## src/rtl/picorv32_sram_bridge.sv

```systemverilog
// Bridge from the picorv32 native memory bus to NUM_BANKS single-port SRAM macros.
// Latency: write/error response 1 cycle after acceptance, read 1+READ_LATENCY cycles.
// Backpressure: one transfer in flight; mem_valid is only sampled in IDLE, core waits for mem_ready.
module picorv32_sram_bridge #(
  parameter int          NUM_BANKS      = 2,
  parameter int          BANK_ADDR_BITS = 9,
  parameter logic [31:0] BASE_ADDR      = 32'h0000_0000,
  parameter int          READ_LATENCY   = 1,
  parameter logic [31:0] ERR_RDATA      = 32'hDEAD_BEEF
) (
  input  logic                      clk,
  input  logic                      reset,
  input  logic                      mem_valid,
  input  logic                      mem_instr,
  input  logic [31:0]               mem_addr,
  input  logic [31:0]               mem_wdata,
  input  logic [3:0]                mem_wstrb,
  output logic                      mem_ready,
  output logic [31:0]               mem_rdata,
  output logic [NUM_BANKS-1:0]      sram_csb,
  output logic                      sram_web,
  output logic [3:0]                sram_wmask,
  output logic [BANK_ADDR_BITS-1:0] sram_addr,
  output logic [31:0]               sram_din,
  input  logic [32*NUM_BANKS-1:0]   sram_dout,
  output logic                      bus_err,
  output logic                      err_instr,
  output logic [15:0]               err_count
);

  localparam int BANK_SEL_BITS = $clog2(NUM_BANKS);
  localparam int BANK_W        = (BANK_SEL_BITS > 0) ? BANK_SEL_BITS : 1;
  // Lowest byte-address bit that is compared against BASE_ADDR.
  localparam int WIN_LSB       = 2 + BANK_ADDR_BITS + BANK_SEL_BITS;
  localparam logic [31:0]          WIN_MASK = ~((32'd1 << WIN_LSB) - 32'd1);
  localparam logic [1:0]           LAT_INIT = 2'(READ_LATENCY - 1);
  localparam logic [NUM_BANKS-1:0] BANK_ONE = NUM_BANKS'(1);

  localparam logic [1:0] IDLE    = 2'd0;
  localparam logic [1:0] RD_WAIT = 2'd1;
  localparam logic [1:0] RESP    = 2'd2;

  logic [1:0]        state;
  logic [1:0]        lat_cnt;
  logic [BANK_W-1:0] req_bank;
  logic [BANK_W-1:0] bank_q;
  logic              in_window;
  logic              is_write;
  logic              accept;
  logic              hit;
  logic [31:0]       rd_word;

  assign in_window = ((mem_addr ^ BASE_ADDR) & WIN_MASK) == 32'd0;
  assign is_write  = |mem_wstrb;
  // Reset gating keeps every macro deselected while reset is held, even with mem_valid high.
  assign accept    = (state == IDLE) && mem_valid && !reset;
  assign hit       = accept && in_window;

  generate
    if (BANK_SEL_BITS == 0) begin : g_single_bank
      assign req_bank = '0;
    end else begin : g_multi_bank
      assign req_bank = mem_addr[2+BANK_ADDR_BITS +: BANK_W];
    end
  endgenerate

  assign sram_addr = mem_addr[2 +: BANK_ADDR_BITS];
  assign sram_din  = mem_wdata;
  assign rd_word   = sram_dout[32*int'(bank_q) +: 32];
  assign mem_ready = (state == RESP);

  // Macro strobes are purely combinational from the request on the accepting IDLE cycle.
  always_comb begin
    sram_csb   = '1;
    sram_web   = 1'b1;
    sram_wmask = 4'h0;
    if (hit) begin
      sram_csb   = ~(BANK_ONE << req_bank);
      sram_web   = ~is_write;
      sram_wmask = mem_wstrb;
    end
  end

  // Transfer FSM, read-latency counter, response data and error bookkeeping.
  always_ff @(posedge clk or posedge reset) begin
    if (reset) begin
      state     <= IDLE;
      lat_cnt   <= 2'd0;
      bank_q    <= '0;
      mem_rdata <= 32'd0;
      bus_err   <= 1'b0;
      err_instr <= 1'b0;
      err_count <= 16'd0;
    end else begin
      bus_err <= 1'b0;
      case (state)
        IDLE: begin
          if (accept) begin
            if (in_window) begin
              if (is_write) begin
                state <= RESP;
              end else begin
                bank_q  <= req_bank;
                lat_cnt <= LAT_INIT;
                state   <= RD_WAIT;
              end
            end else begin
              // Writes outside the window leave the last read data untouched.
              if (!is_write) begin
                mem_rdata <= ERR_RDATA;
              end
              bus_err   <= 1'b1;
              err_instr <= mem_instr;
              if (err_count != 16'hFFFF) begin
                err_count <= err_count + 16'd1;
              end
              state <= RESP;
            end
          end
        end
        RD_WAIT: begin
          if (lat_cnt != 2'd0) begin
            lat_cnt <= lat_cnt - 2'd1;
          end else begin
            mem_rdata <= rd_word;
            state     <= RESP;
          end
        end
        RESP: begin
          state <= IDLE;
        end
        default: begin
          state <= IDLE;
        end
      endcase
    end
  end

endmodule
```

## config.mk

```make
export PLATFORM = sky130hd
export DESIGN_NAME = picorv32_sram_bridge
export DESIGN_NICKNAME = d
export VERILOG_FILES = /design/src/rtl/picorv32_sram_bridge.sv
export SDC_FILE = /design/constraint.sdc
export NUM_CORES = 1
export LEC_CHECK = 0
export BUFFER_PORTS_ARGS = -buffer_cell sky130_fd_sc_hd__buf_4
export CAP_MARGIN = 0
export CORE_ASPECT_RATIO = 1.25
export CORE_MARGIN = 8
export CORE_UTILIZATION = 36
export CTS_BUF_LIST = sky130_fd_sc_hd__clkbuf_16
export DETAILED_ROUTE_END_ITERATION = 8
export PLACE_DENSITY = 0.77
export SYNTH_ARGS = -nofsm -noshare
export SYNTH_HDL_FRONTEND = slang
export SYNTH_SLANG_ARGS = --single-unit
```

## constraint.sdc

```tcl
create_clock -name clk -period 2.89 [get_ports clk]
set_input_delay 0.4335 -clock clk [delete_from_list [all_inputs] [get_ports clk]]
set_output_delay 0.4335 -clock clk [all_outputs]
set_load 0.01 [all_outputs]
```

==> flow_summary.toml, run 1 <==
[run_status]
status = "completed"

[clock_network]
htreeDepth = 2
cts_tree = "done"
cts_buffers = 5
cts_resized = 0
clockRootBuffer = "clkbuf_16"
clock_latency_ns = 0.29
clockBufferDepth = 2
path_clk_slew_ns = 0.07
cts.hold.buffers_added = 0
cts_setup_buffers = 0
clock-sinks = 55

[sta]
finalSetupTns_ns = 0
post-route-min-period_ns = 2.33
post-route-period-util_pct = 80.5
setup_violations = 0
fmax_mhz = 430
relSlewSlack_pct = 34.0
hold_viol = 0
clock_skew_ns = 0.0119
tightest_slew_ns = 0.990
grt_setup_unrepaired = "no"
final-max-slew-violation-count = 0

[pwr]
p_per_area_nw_per_um2 = 491
p_leak_uw = 0.00187
ir_drop_mv = 0.457

[synthesis]
ys.warnings.count = 0
async_reset_ff_share_pct = 100
syn_area_um2 = 3030
synth.top_cell.area_share_pct = 45.4
netlist_top_cells_area = "dfrtp_1 (45%), mux2i_1 (11%), buf_4 (10%)"
synth.avg_cell_area_um2 = 10.1
ys.flop_type = "dfrtp_1"
synth_seq_cells = 55
synth_top_area_cell = "dfrtp_1"
syn_nets = 438
yosysUniqueCellTypes = 36
synth_enable_flop_cells = 0
synth_common_cells = "dfrtp_1 (55), buf_4 (41), mux2i_1 (33), nor2_1 (30), a22oi_1 (24)"
ys_seq_area_share_pct = 45.4
yosysMostFrequentCell = "dfrtp_1"
syn_inst = 300

[setup_path]
critPathKind = "primary input to output port"
path_cells = "buf_4 > nor4_1 > and4_1 > nand2_1 > nor2_1 > and2_1 > buf_4"
crit_path_start_kind = "primary input"
slowest_delay_ns = 0.36
crit_slowest_cell = "nor2_1"
critPathArrivalTime_ns = 1.89
cp_num_buf_inv = 2
cp_max_fo = 6
endpoint_kind = "output port"
path_delay_family = "simple AND/OR/NAND/NOR gates"
cp_common_cell = "buf_4"
required_ns = 2.46

[grt]
track_usage_pct = 14.5
grt_pass1_wl_um = 14000
overflow = 0
grt_pass1_vias = 2817
antenna_found_initial = 0
grt_max_degree = 56

[die]
fp.dieH_um = 119
rows = 37
core-area_um2 = 8190
start_util_pct = 37.0
fp.dieW_um = 98.1
io_pins = 235
die-area_um2 = 11600

[placement]
routabilityCongestion = 0.838
dp.cells = 493
dp_hpwl_um = 6940
port_buffers = 150

[drt]
detail-route-antenna-nets = 0
drc = 0
initialDrtViolationCount = 100
num_vias = 2612
wirelength_um = 8730
wl_per_cell_um = 17.4
via_per_inst = 5.21
dr.pass1.iters = 4

[layout]
nets = 541
antenna_cells = 0
area_delta_synth_final_pct = 36.0
layout-drive-gt1-share_pct = 41.8
fillers = 776
finalNonFillerCells = 501
multi_input_area_um2 = 1260
seq_area_um2 = 1380

[run]
drv_cap = 0

[hold_path]
min_path_type = "primary input to flip-flop"
## kinds of logic after synthesis
kind of cell	count (synthesis)	share of synthesized area, %
buf+inv	63	13.1
simple gates	93	16.0
mux	36	12.0
flops	55	45.4
fa+ha+maj	2	0.825
xor+xnor	15	4.33
compound gates	36	8.45
## routing by layer
metal	wire length, µm	up-vias	GRT usage, %
li1	-	1225	-
met1	3030	1244	14.1
met2	4440	119	25.9
met3	994	24	6.75
met4	255	0	5.96
met5	0	-	0
## cell type report
class / count / area share (%)
inverter: 5 / 0.546
multi-input combinational: 182 / 30.6
clock inverter: 3 / 1.55
clock buffer: 5 / 3.03
sequential: 55 / 33.4
tap: 97 / 2.94
timing repair buffer: 154 / 28.0
## sequential cells by signal, indices dropped and copies added, names as in the netlist
| name | cells |
|---|---|
| mem_rdata | 32 |
| err_count | 16 |
| lat_cnt | 2 |
| state | 2 |
| bank_q | 1 |
| bus_err | 1 |
| err_instr | 1 |
## power by group
part	switching, µW	internal [µW]
clock	262	493
sequential	66.6	832
combinational	159	213
total	487	1540
## worst paths after layout
kind,endpoint,depth (start not counted),slack [ns],startpoint
worst min register to register,lat_cnt[0],1,0.48,lat_cnt[0]
min in group asynchronous,err_count[11],3,0.39,reset
max in group asynchronous,bank_q,3,2.02,reset
worst max-delay path,sram_wmask[2],7,0.56,mem_addr[18]
worst min-delay path,err_instr,2,0.38,mem_instr
worst max register to register,mem_rdata[29],6,0.92,state[0]
## stage by stage
| stage | total power [µW] | util (%) | setup slack (ns) | hold WS (ns) | area (µm²) |
|---|---|---|---|---|---|
| after floorplan | 1100 | - | 0.305 | 0.451 | 3040 |
| after global placement | 1280 | 48.1 | 0.689 | 0.464 | 3940 |
| after detailed placement | 1290 | 48.1 | 0.576 | 0.471 | 3940 |
| after CTS | 2060 | 50.4 | 0.574 | 0.368 | 4130 |
| after global routing | 2130 | 50.4 | 0.445 | 0.367 | 4130 |
| final | 2030 | 50.4 | 0.564 | 0.379 | 4130 |
## cells in the final DEF, fill, tap and decap left out, types with 2 or more instances in the layout
cell       count
inv_1          5
nand3_1        5
dfrtp_1       54
clkbuf_16      5
a22oi_1       24
nand4_1        4
xor2_1        13
nand2_1       17
mux2i_1       33
nor3_1         5
nor2_1        30
buf_4        154
and2_1         4
o22ai_1        9
nor4_1        12
or4_1          3
bufinv_16      2
xnor2_1        2
ha_1           2
mux2_2         3
No activity file was read; power rests on OpenSTA's default activity.
==> run 2: changes to the inputs <==
- ABC_AREA: not set -> 1
- CORE_UTILIZATION: 36 -> 38
- clock period: 2.89 -> 1.9 ns (I/O delays scaled with it)
==> flow_summary.toml, run 2 <==
[run_status]
status = "completed"

[clock_network]
cts_tree = "done"
htreeDepth = 2
path_clk_slew_ns = 0.08
clock-sinks = 55
cts_buffers = 5
cts.hold.buffers_added = 0
clockRootBuffer = "clkbuf_16"
clockBufferDepth = 2
clock_latency_ns = 0.29

[synthesis]
synthMuxAreaShare_pct = 0
synth-simple-area-share_pct = 39.5
ys.warnings.count = 0
yosys.area_share.adder_pct = 0.718
syn_area_um2 = 3480
synth_xor_area_share_pct = 3.27
syn_inst = 499
synth_seq_cells = 55
synth_top_family_by_area = "simple AND/OR/NAND/NOR gates"
ys.flop_type = "dfrtp_1"
ys_seq_area_share_pct = 39.5
async_reset_ff_share_pct = 100
synth_common_cells = "nand2_1 (212), nand3_1 (67), dfrtp_1 (55), buf_4 (44), nor2_1 (34)"
syn_nets = 637
synth_compound_area_share_pct = 2.19
synth.avg_cell_area_um2 = 6.98
yosysMostFrequentCell = "nand2_1"
yosysUniqueCellTypes = 27
netlist_top_cells_area = "dfrtp_1 (39%), nand2_1 (23%), nand3_1 (9.6%)"
synth.top_cell.area_share_pct = 39.5
synth_top_area_cell = "dfrtp_1"
synth_enable_flop_cells = 0

[die]
io_pins = 235
fp.dieH_um = 123
rows = 39
core-area_um2 = 9030
start_util_pct = 38.6
fp.dieW_um = 102
die-area_um2 = 12500

[grt]
track_usage_pct = 17.5
grt_pass1_wl_um = 17500
grt_pass1_vias = 3673
antenna_found_initial = 0
grt_max_degree = 34
overflow = 0

[sta]
post-route-min-period_ns = 1.86
setup_violations = 0
whs_ns = 0.0496
final-max-slew-violation-count = 0
fmax_mhz = 536
relSlewSlack_pct = 63.4
clock_skew_ns = 0.00848
setup_slack_ns = 0.0351
tightest_slew_ns = 0.548
grt_setup_unrepaired = "yes"
post-route-period-util_pct = 98.2
hold_viol = 0

[pwr]
power.share.sequential_pct = 43.0
clockPowerShare_pct = 29.5
comb_power_share_pct = 27.5
power.switching_uw = 1070
ir_drop_mv = 0.455
switching_share_pct = 29.6
p_leak_uw = 0.00247
p_int_uw = 2530
p_per_area_nw_per_um2 = 765

[setup_path]
crit_path_start_kind = "flip-flop"
critPathArrivalTime_ns = 1.58
ff2ff_path_depth = 10
r2r_slack_ns = 0.10
crit_cells = 7
endpoint_kind = "output port"
critPathKind = "flip-flop to output port"
cp_max_fo = 6
slowest_delay_ns = 0.43
path_cells = "nor2_4 > nand2_2 > nor2_2 > nand4_1 > inv_2 > nand2_1 > buf_4"
crit_slowest_cell = "dfrtp_2"
required_ns = 1.62
path_delay_family = "simple AND/OR/NAND/NOR gates"
cp_num_buf_inv = 2

[hold_path]
min_path_type = "primary input to asynchronous set/reset pin"

[placement]
routabilityCongestion = 0.846
place_area_um2 = 4440
dp_hpwl_um = 8360
place_ws_ns = 0.0920
port_buffers = 150

[drt]
wl_per_cell_um = 15.2
dr.pass1.iters = 4
via_per_inst = 4.91
wirelength_um = 11200
initialDrtViolationCount = 142
detail-route-antenna-nets = 0
num_vias = 3603
drc = 0

[layout]
final_common_cell = "nand2_1"
fillers = 896
layout-drive-gt1-share_pct = 31.6
nets = 748
antenna_cells = 0
final_cell_mix = "nand2_1 (210), buf_4 (161), nand3_1 (66)"
area_delta_synth_final_pct = 35.1
final_area_um2 = 4710
multi_input_area_um2 = 1630
seq_area_um2 = 1380
top_register = "mem_rdata"
reg_top3 = "mem_rdata (32), err_count (16)"
largest_reg_flops = 32

[run]
drv_cap = 0
==> run 2: final timing paths <==
path | startpoint | to
max | state[1] | sram_csb[0]
min | reset | mem_rdata[26]
max reg2reg | state[1] | mem_rdata[29]
min in group clk | mem_instr | err_instr
max in group asynchronous | reset | state[1]
min reg2reg | mem_rdata[2] | mem_rdata[2]
==> run 2: logic make-up (layout without fill, tap and decap cells) <==
kind of cell	Yosys count	after routing
compound gates	15	15
simple gates	329	329
fa+ha+maj	2	2
buf+inv	85	197
flops	55	55
xor+xnor	13	13
==> run 2: metrics by stage <==
stage | power, µW | util [%] | cells | TNS (ns)
6_report | 3600 | 52.1 | 734 | 0
5_1_grt | 3820 | 52.1 | 734 | -0.356
4_1_cts | 3630 | 51.4 | 731 | 0
3_5_place_dp | 2560 | 49.1 | 720 | 0
3_3_place_gp | 2540 | 49.1 | 720 | 0
2_1_floorplan | 2040 | - | 499 | 0
==> run 2: power groups by stage <==
stage	logic (µW)	registers (µW)	clock network, µW
2_1_floorplan	411	1630	0
3_3_place_gp	974	1560	0
3_5_place_dp	992	1570	0
4_1_cts	1000	1550	1090
5_1_grt	1100	1580	1140
6_report	990	1550	1060
==> run 2: layer usage <==
metal / track usage (%) / wire length, µm / vias to the layer above / share of wire (%)
li1: - / - / 1742 / -
met3: 3.77 / 830 / 40 / 7.4
met4: 8.96 / 436 / 0 / 3.9
met1: 18.4 / 4210 / 1671 / 38
met2: 31.8 / 5690 / 150 / 51
met5: 0 / 0 / - / 0
==> run 2: repair_timing <==
item,CTS,global route
pin swaps,2,5
endpoints found under the setup margin,7,54
resized for setup,3,14
cloned,0,1
setup buffers,3,2
==> run 2: final cells by class <==
| cell class | count | share of cell area (%) |
|---|---|---|
| timing repair inverter | 1 | 0.159 |
| tap | 123 | 3.27 |
| sequential | 55 | 29.3 |
| timing repair buffer | 165 | 27.0 |
| inverter | 23 | 1.97 |
| multi-input combinational | 359 | 34.7 |
| clock inverter | 3 | 0.984 |
| clock buffer | 5 | 2.66 |
==> run 2: worst register-to-register path, stage by stage, from the launching register on <==
cell	delay, ns
dfrtp_2	0.43
buf_4	0.14
buf_4	0.14
nor2_4	0.13
inv_4	0.09
or2_4	0.26
nand2_1	0.11
nor2_4	0.07
buf_12	0.16
nand3_1	0.10
nand2_1	0.06
==> run 3: changes to the inputs <==
- PLACE_DENSITY: 0.77 -> 0.8
- SETUP_SLACK_MARGIN: not set -> 0.05
==> flow_summary.toml, run 3 (synthesis results as in run 2) <==
[run_status]
status = "complete, but fails checks"
failed_checks = "negative setup slack"

[clock_network]
clockRootBuffer = "clkbuf_16"
path_clk_slew_ns = 0.07
clockBufferDepth = 2
clock_latency_ns = 0.29
htreeDepth = 2
cts_buffers = 5
cts_tree = "done"
clock-sinks = 55

[placement]
dp.cells = 722
place_area_um2 = 4440
dp_hpwl_um = 8670
routabilityCongestion = 0.824
port_buffers = 150
place_ws_ns = 0.0961

[setup_path]
crit_slowest_cell = "dfrtp_2"
endpoint_kind = "output port"
endpoint = "sram_web"
cp_max_fo = 6
crit_cells = 7
worstReg2RegEnd = "err_count[1]"
path_delay_family = "simple AND/OR/NAND/NOR gates"
required_ns = 1.62
path_cells = "nor2_4 > nand2_2 > nor2_2 > nand4_1 > inv_1 > nand2_1 > buf_6"
crit_path_start_kind = "flip-flop"
cp_num_buf_inv = 2
critPathLaunch = "state[1]"
ff2ff_path_depth = 8
slowest_delay_ns = 0.42
timing.rr.start = "err_count[1]"
r2r_slack_ns = 0.11
critPathArrivalTime_ns = 1.65
critPathKind = "flip-flop to output port"

[drt]
wirelength_um = 12000
detail-route-antenna-nets = 0
dr.pass1.iters = 4
initialDrtViolationCount = 169
num_vias = 3684
wl_per_cell_um = 16.0
via_per_inst = 4.92
drc = 0

[layout]
top_register = "mem_rdata"
reg_top3 = "mem_rdata (32), err_count (16)"
nets = 763
largest_reg_flops = 32
final_area_um2 = 4900
finalNonFillerCells = 749
antenna_cells = 0
layout-drive-gt1-share_pct = 33.9
final_common_cell = "nand2_1"
final_cell_mix = "nand2_1 (204), buf_4 (168), nand3_1 (66)"
area_delta_synth_final_pct = 40.6

[grt]
overflow = 0
track_usage_pct = 18.2
grt_max_degree = 34
grt_pass1_wl_um = 18000
antenna_found_initial = 0
grt_pass1_vias = 3721

[sta]
setup_slack_ns = -0.0399
relSlewSlack_pct = 57.1
tightest_slew_ns = 0.642
final-max-slew-violation-count = 0
post-route-period-util_pct = 102
grt_setup_unrepaired = "yes"
hold_viol = 0
clock_skew_ns = 0.00708
whs_ns = 0.0937
post-route-min-period_ns = 1.94
setup_violations = 3
fmax_mhz = 515

[pwr]
ir_drop_mv = 0.363
p_leak_uw = 0.00256
p_per_area_nw_per_um2 = 737

[die]
core-area_um2 = 9030
fp.dieW_um = 102
die-area_um2 = 12500
start_util_pct = 38.6
fp.dieH_um = 123
rows = 39
io_pins = 235

[hold_path]
min_path_type = "primary input to asynchronous set/reset pin"

[run]
drv_cap = 0
## run 3: changes by cell type in the layout (fill, tap and decap cells not counted), moves of 2 or more
| cell | before | now |
|---|---|---|
| nand2_1 | 210 | 204 |
| buf_4 | 161 | 168 |
| buf_6 | 2 | 5 |
| nand2_2 | 2 | 8 |
| clkbuf_16 | 5 | 7 |
## run 3: stage by stage
stage	TNS (ns)	utilization, %	power (µW)
6_report	-0.104	54.3	3610
5_1_grt	-0.677	54.3	3820
4_1_cts	-0.0584	51.7	3490
3_5_place_dp	0	49.2	2560
3_3_place_gp	0	49.2	2530
2_1_floorplan	0	-	2040
## run 3: worst min-delay path by stage
stage | from | to | cells after the start
final | reset | bank_q | 2
after global routing | reset | bank_q | 2
after CTS | reset | bank_q | 2
after detailed placement | reset | bank_q | 2
after global placement | reset | bank_q | 2
after floorplan | mem_instr | err_instr | 2
## run 3: metal layers
layer | global-route usage, % | share of wire, %
met1 | 18.4 | 36
met2 | 32.8 | 53
met3 | 5.01 | 6.9
met4 | 10.4 | 4.7
met5 | 0 | 0
## run 3: report_power, final
| group | internal, µW | switching (µW) | total, µW |
|---|---|---|---|
| combinational | 615 | 506 | 1120 |
| sequential | 1380 | 190 | 1570 |
| clock | 487 | 437 | 924 |
## run 3: worst register-to-register path, stage by stage, from the launching register on
cell and delay [ns]:
dfrtp_1 0.43, ha_4 0.19, nand3_4 0.09, nor2_4 0.14
nand4_1 0.19, nand3_4 0.22, clkinvlp_4 0.24, nand2_1 0.12
nand2_1 0.07
## run 3: timing repair
item | in CTS | in global routing
endpoints found under the hold margin | 0 | 0
endpoints found under the setup margin | 7 | 57
gates resized for setup | 9 | 23
hold buffers | 0 | 0
buffers inserted | 7 | 10
gates cloned | 0 | 4
pin swaps | 2 | 15
## run 3: cell type report
type	count	area (µm²)
clock inverters	3	20.0
flip-flops and latches	55	1380
repair buffers	179	1440
repair inverters	1	7.51
well taps	123	154
clock buffers	5	125
multi-input cells	360	1680
fillers	859	4130
inverters	23	92.6
